<file path="config.mk">
export PLATFORM = sky130hd
export DESIGN_NAME = sys_ctrl
export DESIGN_NICKNAME = d
export VERILOG_FILES = /design/src/rtl/sys_ctrl.sv
export SDC_FILE = /design/constraint.sdc
export NUM_CORES = 1
export LEC_CHECK = 0
export CAP_MARGIN = 20
export CORE_ASPECT_RATIO = 1.5
export CORE_MARGIN = 8
export CORE_UTILIZATION = 25
export CTS_BUF_LIST = sky130_fd_sc_hd__clkbuf_4 sky130_fd_sc_hd__clkbuf_8
export DETAILED_ROUTE_END_ITERATION = 8
export SKIP_CTS_REPAIR_TIMING = 1
export SLEW_MARGIN = 20
export SYNTH_ARGS = -nofsm -noshare
export SYNTH_HDL_FRONTEND = slang
export SYNTH_SLANG_ARGS = --single-unit
</file>
<file path="constraint.sdc">
create_clock -name CLK -period 2.1 [get_ports CLK]
set_input_delay 0.21 -clock CLK [delete_from_list [all_inputs] [get_ports CLK]]
set_output_delay 0.21 -clock CLK [all_outputs]
set_load 0.05 [all_outputs]
</file>
<file path="src/rtl/sys_ctrl.sv">
`default_nettype none
// ============================================================================
// Module      : sys_ctrl
// Description : Command sequencer from UART RX bytes to register file / ALU,
//               returning results through the TX FIFO.
// Revision    : 1.0 - initial release
// ============================================================================
module sys_ctrl #(
    parameter int DATA_WIDTH = 8,
    parameter int ADDR_WIDTH = 4,
    parameter int FUN_WIDTH  = 4
) (
    input  logic                    CLK,
    input  logic                    RST,
    input  logic [DATA_WIDTH-1:0]   RX_P_DATA,
    input  logic                    RX_D_VLD,
    input  logic [DATA_WIDTH-1:0]   RdData,
    input  logic                    RdData_Valid,
    input  logic [2*DATA_WIDTH-1:0] ALU_OUT,
    input  logic                    ALU_OUT_VLD,
    input  logic                    FIFO_FULL,
    output logic [ADDR_WIDTH-1:0]   Address,
    output logic                    WrEn,
    output logic                    RdEn,
    output logic [DATA_WIDTH-1:0]   WrData,
    output logic                    ALU_EN,
    output logic [FUN_WIDTH-1:0]    ALU_FUN,
    output logic                    CLK_GATE_EN,
    output logic [DATA_WIDTH-1:0]   TX_P_DATA,
    output logic                    TX_D_VLD
);

    localparam logic [DATA_WIDTH-1:0] C_CMD_RF_WR  = DATA_WIDTH'(8'hAA);
    localparam logic [DATA_WIDTH-1:0] C_CMD_RF_RD  = DATA_WIDTH'(8'hBB);
    localparam logic [DATA_WIDTH-1:0] C_CMD_ALU_OP = DATA_WIDTH'(8'hCC);
    localparam logic [DATA_WIDTH-1:0] C_CMD_ALU_NP = DATA_WIDTH'(8'hDD);

    localparam logic [3:0] S_IDLE     = 4'd0;
    localparam logic [3:0] S_WR_ADDR  = 4'd1;
    localparam logic [3:0] S_WR_DATA  = 4'd2;
    localparam logic [3:0] S_RD_ADDR  = 4'd3;
    localparam logic [3:0] S_RD_WAIT  = 4'd4;
    localparam logic [3:0] S_TX_SEND  = 4'd5;
    localparam logic [3:0] S_ALU_A    = 4'd6;
    localparam logic [3:0] S_ALU_B    = 4'd7;
    localparam logic [3:0] S_ALU_FUN  = 4'd8;
    localparam logic [3:0] S_ALU_WAIT = 4'd9;
    localparam logic [3:0] S_TX_LO    = 4'd10;
    localparam logic [3:0] S_TX_HI    = 4'd11;

    logic [3:0]              r_state;
    logic [DATA_WIDTH-1:0]   r_rd_data;
    logic [2*DATA_WIDTH-1:0] r_alu_res;

    always_ff @(posedge CLK or negedge RST) begin
        if (!RST) begin
            r_state     <= S_IDLE;
            r_rd_data   <= '0;
            r_alu_res   <= '0;
            Address     <= '0;
            WrEn        <= 1'b0;
            RdEn        <= 1'b0;
            WrData      <= '0;
            ALU_EN      <= 1'b0;
            ALU_FUN     <= '0;
            CLK_GATE_EN <= 1'b0;
            TX_P_DATA   <= '0;
            TX_D_VLD    <= 1'b0;
        end else begin
            // Strobes default low so every pulse lasts exactly one cycle
            WrEn     <= 1'b0;
            RdEn     <= 1'b0;
            ALU_EN   <= 1'b0;
            TX_D_VLD <= 1'b0;
            case (r_state)
                S_IDLE: begin
                    if (RX_D_VLD) begin
                        case (RX_P_DATA)
                            C_CMD_RF_WR:  r_state <= S_WR_ADDR;
                            C_CMD_RF_RD:  r_state <= S_RD_ADDR;
                            C_CMD_ALU_OP: r_state <= S_ALU_A;
                            C_CMD_ALU_NP: begin
                                r_state     <= S_ALU_FUN;
                                CLK_GATE_EN <= 1'b1;
                            end
                            default:      r_state <= S_IDLE;
                        endcase
                    end
                end
                S_WR_ADDR: begin
                    if (RX_D_VLD) begin
                        Address <= RX_P_DATA[ADDR_WIDTH-1:0];
                        r_state <= S_WR_DATA;
                    end
                end
                S_WR_DATA: begin
                    if (RX_D_VLD) begin
                        WrData  <= RX_P_DATA;
                        WrEn    <= 1'b1;
                        r_state <= S_IDLE;
                    end
                end
                S_RD_ADDR: begin
                    if (RX_D_VLD) begin
                        Address <= RX_P_DATA[ADDR_WIDTH-1:0];
                        RdEn    <= 1'b1;
                        r_state <= S_RD_WAIT;
                    end
                end
                S_RD_WAIT: begin
                    if (RdData_Valid) begin
                        r_rd_data <= RdData;
                        r_state   <= S_TX_SEND;
                    end
                end
                S_TX_SEND: begin
                    if (!FIFO_FULL) begin
                        TX_P_DATA <= r_rd_data;
                        TX_D_VLD  <= 1'b1;
                        r_state   <= S_IDLE;
                    end
                end
                // Operands land in fixed register slots 0 and 1 for the ALU
                S_ALU_A: begin
                    if (RX_D_VLD) begin
                        Address <= '0;
                        WrData  <= RX_P_DATA;
                        WrEn    <= 1'b1;
                        r_state <= S_ALU_B;
                    end
                end
                S_ALU_B: begin
                    if (RX_D_VLD) begin
                        Address     <= ADDR_WIDTH'(1);
                        WrData      <= RX_P_DATA;
                        WrEn        <= 1'b1;
                        CLK_GATE_EN <= 1'b1;
                        r_state     <= S_ALU_FUN;
                    end
                end
                S_ALU_FUN: begin
                    if (RX_D_VLD) begin
                        ALU_FUN <= RX_P_DATA[FUN_WIDTH-1:0];
                        ALU_EN  <= 1'b1;
                        r_state <= S_ALU_WAIT;
                    end
                end
                S_ALU_WAIT: begin
                    if (ALU_OUT_VLD) begin
                        r_alu_res   <= ALU_OUT;
                        CLK_GATE_EN <= 1'b0;
                        r_state     <= S_TX_LO;
                    end
                end
                S_TX_LO: begin
                    if (!FIFO_FULL) begin
                        TX_P_DATA <= r_alu_res[DATA_WIDTH-1:0];
                        TX_D_VLD  <= 1'b1;
                        r_state   <= S_TX_HI;
                    end
                end
                S_TX_HI: begin
                    if (!FIFO_FULL) begin
                        TX_P_DATA <= r_alu_res[2*DATA_WIDTH-1:DATA_WIDTH];
                        TX_D_VLD  <= 1'b1;
                        r_state   <= S_IDLE;
                    end
                end
                default: r_state <= S_IDLE;
            endcase
        end
    end

endmodule
`default_nettype wire

</file>
==> results.md, run 1 <==
* CP arrival at 2.07 ns
* Worst-Margin Slew at 0.529 ns
* Mapped Avg Cell Area at 11.8 um^2
* Setup violations, final at 0
* Worst Path Required at 2.32 ns
* Post-Synthesis Cells at 224
* DRT iter0 DRCs at 78
* Share of post-route cells with drive strength above 1 at 23.2%
* Initial Util at 25.3%
* Via density at 4.39
* Total CTS buffers at 9
* Largest net degree at the start of global routing at 37
* Static leakage at 1.63 nW
* Max Fanout on Critical Path at 17
* Simple-Gate Fraction of Synth Area at 13.2%
* RR Startpoint: r_state[2]
* Vias in the first global route at 2,133
* Predominant post-synthesis flop cell: dfrtp_1
* Commonest cells post-synth: dfrtp_1 (57), mux2_2 (28), nor2_1 (17), o21ai_0 (15)
* Core area at 10,400 um^2
* Worst R2R End: r_alu_res[8]
* Synth top area cells: dfrtp_1 (54%), mux2_2 (12%), mux2_4 (5.1%)
* Largest family of logic cells by synthesized area: multiplexers
* Total Routing Usage GR at 9.92%
* DIE AREA at 14,100 um^2
* Port Buf Inserts at 66
* PwrDens at 1450 nW/um^2
* Setup CP Type: flop to flop
* Worst reg2reg path depth at 4
* Sequential fraction of the synthesis area at 54.2%
* Ports at 67
* TNS Setup at 0 ns
* Area grow syn2layout at 42.3%
* Hold Fails Final Rpt at 0
* Final net count at 344
* Number of diodes at 0
* Reg clk slew, reported paths at 0.07 ns
* Post-synth EDFFs at 0
* WL/cell at 14.6 um
* R2r setup slk at 0.24 ns
* Final wirelength at 6.63 mm
* Mux contribution to synthesized area at 20.5%
* Max-slew headroom at 64.6%
* Yosys warns at 0
* Most common cell in the netlist: dfrtp_1
* Fin crit period at 1.86 ns
* Asr flop ratio synth at 100%
* CTS tree: built
* First-pass GRT wire length at 10.8 mm
* DR pass1 iterations at 4
* Die width at 99.8 um
* CP endpoint kind: flop
* Tcrit/Tclk final at 88.4%
* Mapped Nets at 262
* Post-synthesis compound-gate area fraction at 8.70%
* Grt total ovfl at 0
* CP Launch Type: flop
* Status: completed
* Die extent in y at 142 um
* Post-Layout Cell Count at 455
* Hold WC Path Type: input pin to async pin
* Skew-Pair Late Insertion Delay at 0.33 ns
* Post-DRT Antenna Nets at 0
* Via count at 1,999
* Post-DP HPWL at 4.98 mm
* Synth Cell Area at 2630 um^2
* Maxcap violations at 0
* Initial antenna violation count at 0
* Sink Count at 57
* DP Cell Count at 438
* Number of distinct library cells after synthesis at 41
* Row count at 46
* Clock skew at 0.00550 ns
* RSZ-0062 raised after global routing: false
* Clk root buf: clkbuf_8
* Fraction of synthesized cell area in xor and xnor cells at 0.333%
* VDD IR max at 0.721 mV
* H-tree levels at 3
* Area share of fa/ha/maj cells after synthesis at 0%
* Maximum buffer depth of the clock tree at 2
* DRC at 0
* Synth Register Bits at 57
* GP Congestion at 0.827
* Max Freq at 539 MHz
* Top-area cell type share of the netlist area at 54.2%
* Leading area contributor after synthesis: dfrtp_1
* Slew Viols, Final at 0
## critical path, cell delays in order, from the launching register on
cell      delay (ns)
dfrtp_1         0.47
nand2b_4        0.20
or4b_1          0.51
buf_4           0.24
mux2_4          0.32
## final cells by class
cell class | count | area [um^2]
clock buffers | 9 | 124
well taps | 144 | 180
flip-flops and latches | 57 | 1430
multi-input cells | 149 | 1130
fillers | 1047 | 6670
repair buffers | 82 | 791
inverters | 7 | 26.3
clock inverters | 7 | 71.3
## layout by cell type (no fill, tap or decap), types with 2 or more instances in the layout
cell type	n
nand2b_1	4
mux2_2	28
or4_1	3
mux2_4	9
clkbuf_8	9
o21ai_0	15
nand2_1	14
nor3_1	2
or4bb_1	2
o22ai_1	3
nor2_1	17
nand4_1	2
buf_4	14
clkdlybuf4s50_1	65
mux2i_1	9
clkinvlp_4	3
nand3b_1	3
nand3_1	3
inv_1	7
clkinv_2	2
dfrtp_1	57
a21oi_1	14
## worst max path at each step
stage / end / startpoint / slack [ns] / cells after the start
6_report: r_alu_res[8] / r_state[2] / 0.24 / 4
5_1_grt: r_alu_res[8] / r_state[2] / 0.18 / 4
4_1_cts: r_alu_res[12] / r_state[2] / 0.25 / 4
3_5_place_dp: r_state[2] / RX_P_DATA[6] / 0.13 / 4
3_3_place_gp: r_state[2] / RX_P_DATA[6] / 0.15 / 4
2_1_floorplan: r_alu_res[10] / r_state[2] / 0.33 / 5
## power by group
group	leakage, nW	total, mW	switching [mW]	internal [mW]
Combinational	0.820	2.57	1.50	1.08
Sequential	0.719	1.85	0.261	1.59
Clock	0.0912	1.00	0.457	0.544
Total	1.63	5.43	2.21	3.21
## logic make-up (layout without fill, tap and decap cells)
kind of cell	count (synthesis)	count (layout)
multiplexers	46	46
buffers and inverters	18	105
flip-flops	57	57
XOR/XNOR	1	1
AND/OR/NAND/NOR	62	62
AO/OA/AOI/OAI	40	40
## flip-flops by register name (all words and copies together) (netlist names), 4 cells and up
| name | flops |
|---|---|
| r_alu_res | 16 |
| Address | 4 |
| WrData | 8 |
| r_state | 4 |
| ALU_FUN | 4 |
| r_rd_data | 8 |
| TX_P_DATA | 8 |
## per-layer routing
metal	track usage, %	part of all wire [%]	up-vias
met5	0	0	-
met4	4.56	1.8	0
met3	3.73	7.1	11
met2	17.0	50	58
met1	10.5	41	967
li1	-	-	963
## per-stage QoR
| step | total power [mW] | hold WS, ns | setup slack, ns | instance area, um^2 | util (%) |
|---|---|---|---|---|---|
| 2_1_floorplan | 3.57 | -0.0856 | 0.328 | 2630 | - |
| 3_3_place_gp | 4.44 | 0.207 | 0.149 | 3540 | 34.0 |
| 3_5_place_dp | 4.48 | 0.213 | 0.131 | 3540 | 34.0 |
| 4_1_cts | 5.51 | -0.157 | 0.253 | 3730 | 35.9 |
| 5_1_grt | 5.75 | 0.431 | 0.183 | 3740 | 35.9 |
| 6_report | 5.43 | 0.372 | 0.244 | 3740 | 35.9 |
No activity file was read; power rests on OpenSTA's default activity.
==> run 2: changes to the inputs <==
--- a/config.mk
+++ b/config.mk
@@ -12,7 +12,6 @@
 export CTS_BUF_LIST = sky130_fd_sc_hd__clkbuf_4 sky130_fd_sc_hd__clkbuf_8
 export DETAILED_ROUTE_END_ITERATION = 8
 export SKIP_CTS_REPAIR_TIMING = 1
-export SLEW_MARGIN = 20
 export SYNTH_ARGS = -nofsm -noshare
 export SYNTH_HDL_FRONTEND = slang
 export SYNTH_SLANG_ARGS = --single-unit
==> constraint.sdc (replaced) <==
create_clock -name CLK -period 1.6 [get_ports CLK]
set_input_delay 0.16 -clock CLK [delete_from_list [all_inputs] [get_ports CLK]]
set_output_delay 0.16 -clock CLK [all_outputs]
set_load 0.05 [all_outputs]
==> results.md, run 2 (synthesis gave the netlist of run 1 again) <==
* Hold WC Path Type: input pin to async pin (unchanged)
* Clk root buf: clkbuf_8 (unchanged)
* Row count at 46 (unchanged)
* Port Buf Inserts at 66 (unchanged)
* Skew-Pair Late Insertion Delay at 0.34 ns (was 0.33 ns)
* Initial antenna violation count at 0 (unchanged)
* Maxcap violations at 0 (unchanged)
* DIE AREA at 14,100 um^2 (unchanged)
* DR pass1 iterations at 4 (unchanged)
* VDD IR max at 0.763 mV (was 0.721 mV)
* Die width at 99.8 um (unchanged)
* Status: complete, but fails checks (was completed)
* RSZ-0062 raised after global routing: true (was false)
* CTS tree: built (unchanged)
* Via count at 2,089 (was 1,999)
* First-pass GRT wire length at 11.2 mm (was 10.8 mm)
* Max-slew headroom at 78.2% (was 64.6%)
* Via density at 4.43 (was 4.39)
* Worst Path Required at 1.82 ns (was 2.32 ns)
* Initial Util at 25.3% (unchanged)
* Die extent in y at 142 um (unchanged)
* Worst-Margin Slew at 0.326 ns (was 0.529 ns)
* GP Congestion at 0.836 (was 0.827)
* CP arrival at 1.91 ns (was 2.07 ns)
* Max Fanout on Critical Path at 17 (unchanged)
* Worst path slowest cell: or4b_4 (was or4b_1)
* Reg clk slew, reported paths at 0.07 ns (about the same)
* H-tree levels at 3 (unchanged)
* Failing checks: negative setup slack
* Vias in the first global route at 2,264 (was 2,133)
* Setup CP Type: flop to flop (unchanged)
* Dpl ws at -0.335 ns (was 0.131 ns)
* Total CTS buffers at 9 (unchanged)
* Final WS setup at -0.0949 ns (was 0.244 ns)
* Core area at 10,400 um^2 (unchanged)
* CP cell instances: nand2b_4 -> or4b_4 -> buf_12 -> mux2_4 (was nand2b_4 -> or4b_1 -> buf_4 -> mux2_4)
* Share of post-route cells with drive strength above 1 at 39.9% (was 23.2%)
* Fin crit period at 1.69 ns (was 1.86 ns)
* Power, Total at 7.62 mW (was 5.43 mW)
* Maximum buffer depth of the clock tree at 2 (unchanged)
* Hold Fails Final Rpt at 0 (unchanged)
* CP endpoint kind: flop (unchanged)
* Number of diodes at 0 (unchanged)
* Final net count at 361 (was 344)
* Setup violations, final at 27 (was 0)
* Largest net degree at the start of global routing at 58 (was 37)
* Clock skew at 0.00815 ns (was 0.00550 ns)
* WL/cell at 15.5 um (was 14.6 um)
* Area grow syn2layout at 50.1% (was 42.3%)
* DRT iter0 DRCs at 45 (was 78)
* CP Launch Type: flop (unchanged)
* Post-DP HPWL at 5.33 mm (was 4.98 mm)
* Static leakage at 1.82 nW (was 1.63 nW)
* Ports at 67 (unchanged)
* Slew Viols, Final at 0 (unchanged)
* Hold Slack at 0.353 ns (was 0.372 ns)
* PwrDens at 1930 nW/um^2 (was 1450 nW/um^2)
* Final wirelength at 7.32 mm (was 6.63 mm)
* Worst path max stage delay at 0.49 ns (was 0.51 ns)
* DRC at 0 (unchanged)
* Max Freq at 590 MHz (was 539 MHz)
* Most common cell after layout, fill and taps aside: dfrtp_1 (was clkdlybuf4s50_1)
* Largest Register: r_alu_res (unchanged)
* Most frequent cells in the layout: dfrtp_1 (55), buf_4 (50), clkdlybuf4s50_1 (36) (was clkdlybuf4s50_1 (65), dfrtp_1 (57), mux2_2 (28))
* Total Routing Usage GR at 10.3% (was 9.92%)
* Max FFs per register at 16 (unchanged)
* Sink Count at 57 (unchanged)
* Grt total ovfl at 0 (unchanged)
* Tcrit/Tclk final at 106% (was 88.4%)
* Post-DRT Antenna Nets at 0 (unchanged)
==> run 2: cell count changes in the layout (fill, tap and decap cells not counted), moves of 3 or more <==
cell,change
buf_6,+8
mux2_2,-8
buf_4,+36
clkdlybuf4s50_1,-29
clkbuf_8,+3
clkinvlp_4,-3
mux2_4,+8
==> run 2: metrics by stage <==
step	std cells	setup TNS, ns	cell area (um^2)	utilization [%]
after floorplan	224	-1.25	2650	-
after global placement	450	-3.97	3560	34.2
after detailed placement	450	-4.40	3560	34.2
after CTS	466	-2.77	3780	36.3
after global routing	472	-1.97	3950	37.9
final	472	-1.37	3950	37.9
==> run 2: power by group <==
group / internal, mW / leakage (nW) / switching, mW
registers: 2.09 / 0.716 / 0.371
clock network: 0.880 / 0.114 / 0.576
logic: 1.60 / 0.989 / 2.10
==> run 2: routing by layer <==
| layer | track usage [%] | share of wire (%) | vias up | wire, um |
|---|---|---|---|---|
| met4 | 5.52 | 2.4 | 0 | 173 |
| li1 | - | - | 994 | - |
| met1 | 10.2 | 38 | 1014 | 2750 |
| met3 | 4.17 | 7.8 | 13 | 568 |
| met2 | 17.9 | 52 | 68 | 3830 |
| met5 | 0 | 0 | - | 0 |
==> run 2: final cells by class <==
| class | instances | area [um^2] |
|---|---|---|
| sequential | 57 | 1430 |
| timing repair buffer | 99 | 886 |
| fill | 1047 | 6460 |
| clock inverter | 2 | 35.0 |
| tap | 144 | 180 |
| inverter | 7 | 26.3 |
| multi-input combinational | 149 | 1220 |
| clock buffer | 14 | 180 |
==> run 2: final timing paths <==
path,startpoint,to,slack (ns),cells after the start
setup / recovery,r_state[2],r_alu_res[9],-0.09,4
hold / removal,RST,Address[3],0.35,3
setup reg to reg,r_state[2],r_alu_res[9],-0.09,4
hold reg to reg,TX_P_DATA[0],TX_P_DATA[0],0.48,2
max in group asynchronous,RST,TX_P_DATA[7],0.98,3
min in group CLK,ALU_OUT[4],r_alu_res[4],0.43,2
==> run 2: worst max-delay path, delay by kind of cell (launching register included) <==
kind          cells  cell delay, ns
mux               1            0.30
simple gates      2            0.66
flops             1            0.43
buf+inv           1            0.17
==> run 3: changes to the inputs <==
--- a/config.mk
+++ b/config.mk
@@ -6,11 +6,12 @@
 export NUM_CORES = 1
 export LEC_CHECK = 0
 export CAP_MARGIN = 20
-export CORE_ASPECT_RATIO = 1.5
+export CORE_ASPECT_RATIO = 1.25
 export CORE_MARGIN = 8
-export CORE_UTILIZATION = 25
+export CORE_UTILIZATION = 46
 export CTS_BUF_LIST = sky130_fd_sc_hd__clkbuf_4 sky130_fd_sc_hd__clkbuf_8
 export DETAILED_ROUTE_END_ITERATION = 8
+export PLACE_DENSITY = 0.79
 export SKIP_CTS_REPAIR_TIMING = 1
 export SYNTH_ARGS = -nofsm -noshare
 export SYNTH_HDL_FRONTEND = slang
==> results.md, run 3 (synthesis gave the netlist of run 1 again) <==
* Largest Register: r_alu_res (unchanged)
* Largest net degree at the start of global routing at 58 (unchanged)
* Via density at 5.23 (was 4.43)
* Post-DP HPWL at 4.56 mm (was 5.33 mm)
* Total Routing Usage GR at 15.4% (was 10.3%)
* DIE AREA at 8420 um^2 (was 14,100 um^2)
* Fin crit period at 1.68 ns (was 1.69 ns)
* Initial Util at 46.5% (was 25.3%)
* Clk root buf: clkbuf_8 (unchanged)
* Power Internal at 4.47 mW (was 4.57 mW)
* PwrDens at 1980 nW/um^2 (was 1930 nW/um^2)
* Tcrit/Tclk final at 105% (was 106%)
* Power, Total at 7.52 mW (was 7.62 mW)
* CP endpoint kind: flop (unchanged)
* Max-slew headroom at 79.6% (was 78.2%)
* Final wirelength at 6.50 mm (was 7.32 mm)
* Grt total ovfl at 0 (unchanged)
* RR Startpoint: r_state[2] (unchanged)
* Failing checks: negative setup slack (unchanged)
* RSZ-0062 raised after global routing: true (unchanged)
* Most frequent cells in the layout: dfrtp_1 (56), buf_4 (46), clkdlybuf4s50_1 (36) (was dfrtp_1 (55), buf_4 (50), clkdlybuf4s50_1 (36))
* Clock group share of total power at 20.3% (was 19.1%)
* Worst Path Required at 1.82 ns (about the same)
* Final WS setup at -0.0756 ns (was -0.0949 ns)
* Most common cell after layout, fill and taps aside: dfrtp_1 (unchanged)
* Comb power frac at 46.9% (was 48.6%)
* Ports at 67 (unchanged)
* Worst R2R End: r_alu_res[7] (was r_alu_res[9])
* Sw Pwr at 3.04 mW (was 3.05 mW)
* Core area at 5660 um^2 (was 10,400 um^2)
* Initial antenna violation count at 0 (unchanged)
* H-tree levels at 3 (unchanged)
* Max FFs per register at 16 (unchanged)
* Setup violations, final at 20 (was 27)
* Hold Slack at 0.374 ns (was 0.353 ns)
* GP Congestion at 0.888 (was 0.836)
* DR pass1 iterations at 4 (unchanged)
* DRC at 0 (unchanged)
* Skew-Pair Late Insertion Delay at 0.34 ns (about the same)
* Finished Cell Area at 3800 um^2 (was 3950 um^2)
* CP Launch Type: flop (unchanged)
* Max Fanout on Critical Path at 16 (was 17)
* Total CTS buffers at 9 (unchanged)
* Post-DRT Antenna Nets at 0 (unchanged)
* Area grow syn2layout at 44.4% (was 50.1%)
* Share of post-route cells with drive strength above 1 at 38.5% (was 39.9%)
* Setup CP Type: flop to flop (unchanged)
* Sink Count at 57 (unchanged)
* VDD IR max at 1.55 mV (was 0.763 mV)
* Number of diodes at 0 (unchanged)
* Fill count at 418 (was 1,047)
* Via count at 2,031 (was 2,089)
* Worst reg2reg path depth at 4 (unchanged)
* First-pass GRT wire length at 10.4 mm (was 11.2 mm)
* DRT iter0 DRCs at 118 (was 45)
* Maxcap violations at 0 (unchanged)
* Port Buf Inserts at 66 (unchanged)
* Status: complete, but fails checks (unchanged)
* Reg clk slew, reported paths at 0.07 ns (about the same)
* Slew Viols, Final at 0 (unchanged)
* CP arrival at 1.90 ns (was 1.91 ns)
* Row count at 31 (was 46)
* Hold Fails Final Rpt at 0 (unchanged)
* TNS Setup at -1.13 ns (was -1.37 ns)
* Sw Share at 40.5% (was 40.0%)
* Static leakage at 1.77 nW (was 1.82 nW)
* CTS tree: built (unchanged)
* Hold WC Path Type: input pin to async pin (unchanged)
* WL/cell at 16.7 um (was 15.5 um)
* Vias in the first global route at 2,121 (was 2,264)
* Max Freq at 597 MHz (was 590 MHz)
* Final net count at 355 (was 361)
* Worst-Margin Slew at 0.305 ns (was 0.326 ns)
* Die extent in y at 101 um (was 142 um)
* Clock skew at 0.0109 ns (was 0.00815 ns)
* Maximum buffer depth of the clock tree at 2 (unchanged)
* Seq pwr share at 32.7% (was 32.3%)
* Die width at 83.7 um (was 99.8 um)
* Placed instance area at 3480 um^2 (was 3560 um^2)
* R2r setup slk at -0.08 ns (was -0.09 ns)
run 3: layout make-up:
| class | instances | area (um^2) | area share (%) |
|---|---|---|---|
| Clock buffer | 10 | 138 | 3.62 |
| Clock inverter | 6 | 88.8 | 2.34 |
| Inverter | 7 | 26.3 | 0.691 |
| Multi-Input combinational cell | 149 | 1190 | 31.3 |
| Sequential cell | 57 | 1430 | 37.6 |
| Tap cell | 66 | 82.6 | 2.17 |
| Timing Repair Buffer | 93 | 848 | 22.3 |
run 3: critical path, stage by stage, from the launching register on:
cell	delay, ns
dfrtp_1	0.41
nand2b_4	0.16
or4b_4	0.50
buf_12	0.18
mux2_4	0.30
run 3: how the worst max path moves through the flow:
| stage | startpoint | to | slack [ns] | cells past startpoint |
|---|---|---|---|---|
| floorplan | r_state[2] | r_alu_res[10] | -0.13 | 5 |
| global placement | RX_P_DATA[6] | r_state[2] | -0.28 | 4 |
| CTS | r_state[2] | r_state[2] | -0.17 | 4 |
| detailed placement | RX_P_DATA[6] | CLK_GATE_EN | -0.30 | 5 |
| finish | r_state[2] | r_alu_res[7] | -0.08 | 4 |
| global route | r_state[0] | CLK_GATE_EN | -0.12 | 5 |
run 3: layer usage:
metal | routed length (um) | global-route usage [%]
met1 | 2820 | 17.5
met3 | 401 | 7.36
met2 | 3170 | 24.6
met5 | 0 | 0
met4 | 102 | 5.86
run 3: stage by stage:
step                      cells  setup WS, ns  util, %
after global placement      370        -0.281     61.4
final                       388       -0.0756     67.1
after global routing        388        -0.120     67.1
after floorplan             224        -0.127        -
after detailed placement    370        -0.297     61.4
after CTS                   386        -0.169     65.4
run 3: power groups by stage:
stage	logic, mW	registers, mW	clock network, mW
2_1_floorplan	1.19	3.50	0
3_3_place_gp	3.32	2.44	0
3_5_place_dp	3.38	2.47	0
4_1_cts	3.40	2.45	1.56
5_1_grt	3.73	2.54	1.63
6_report	3.53	2.46	1.53
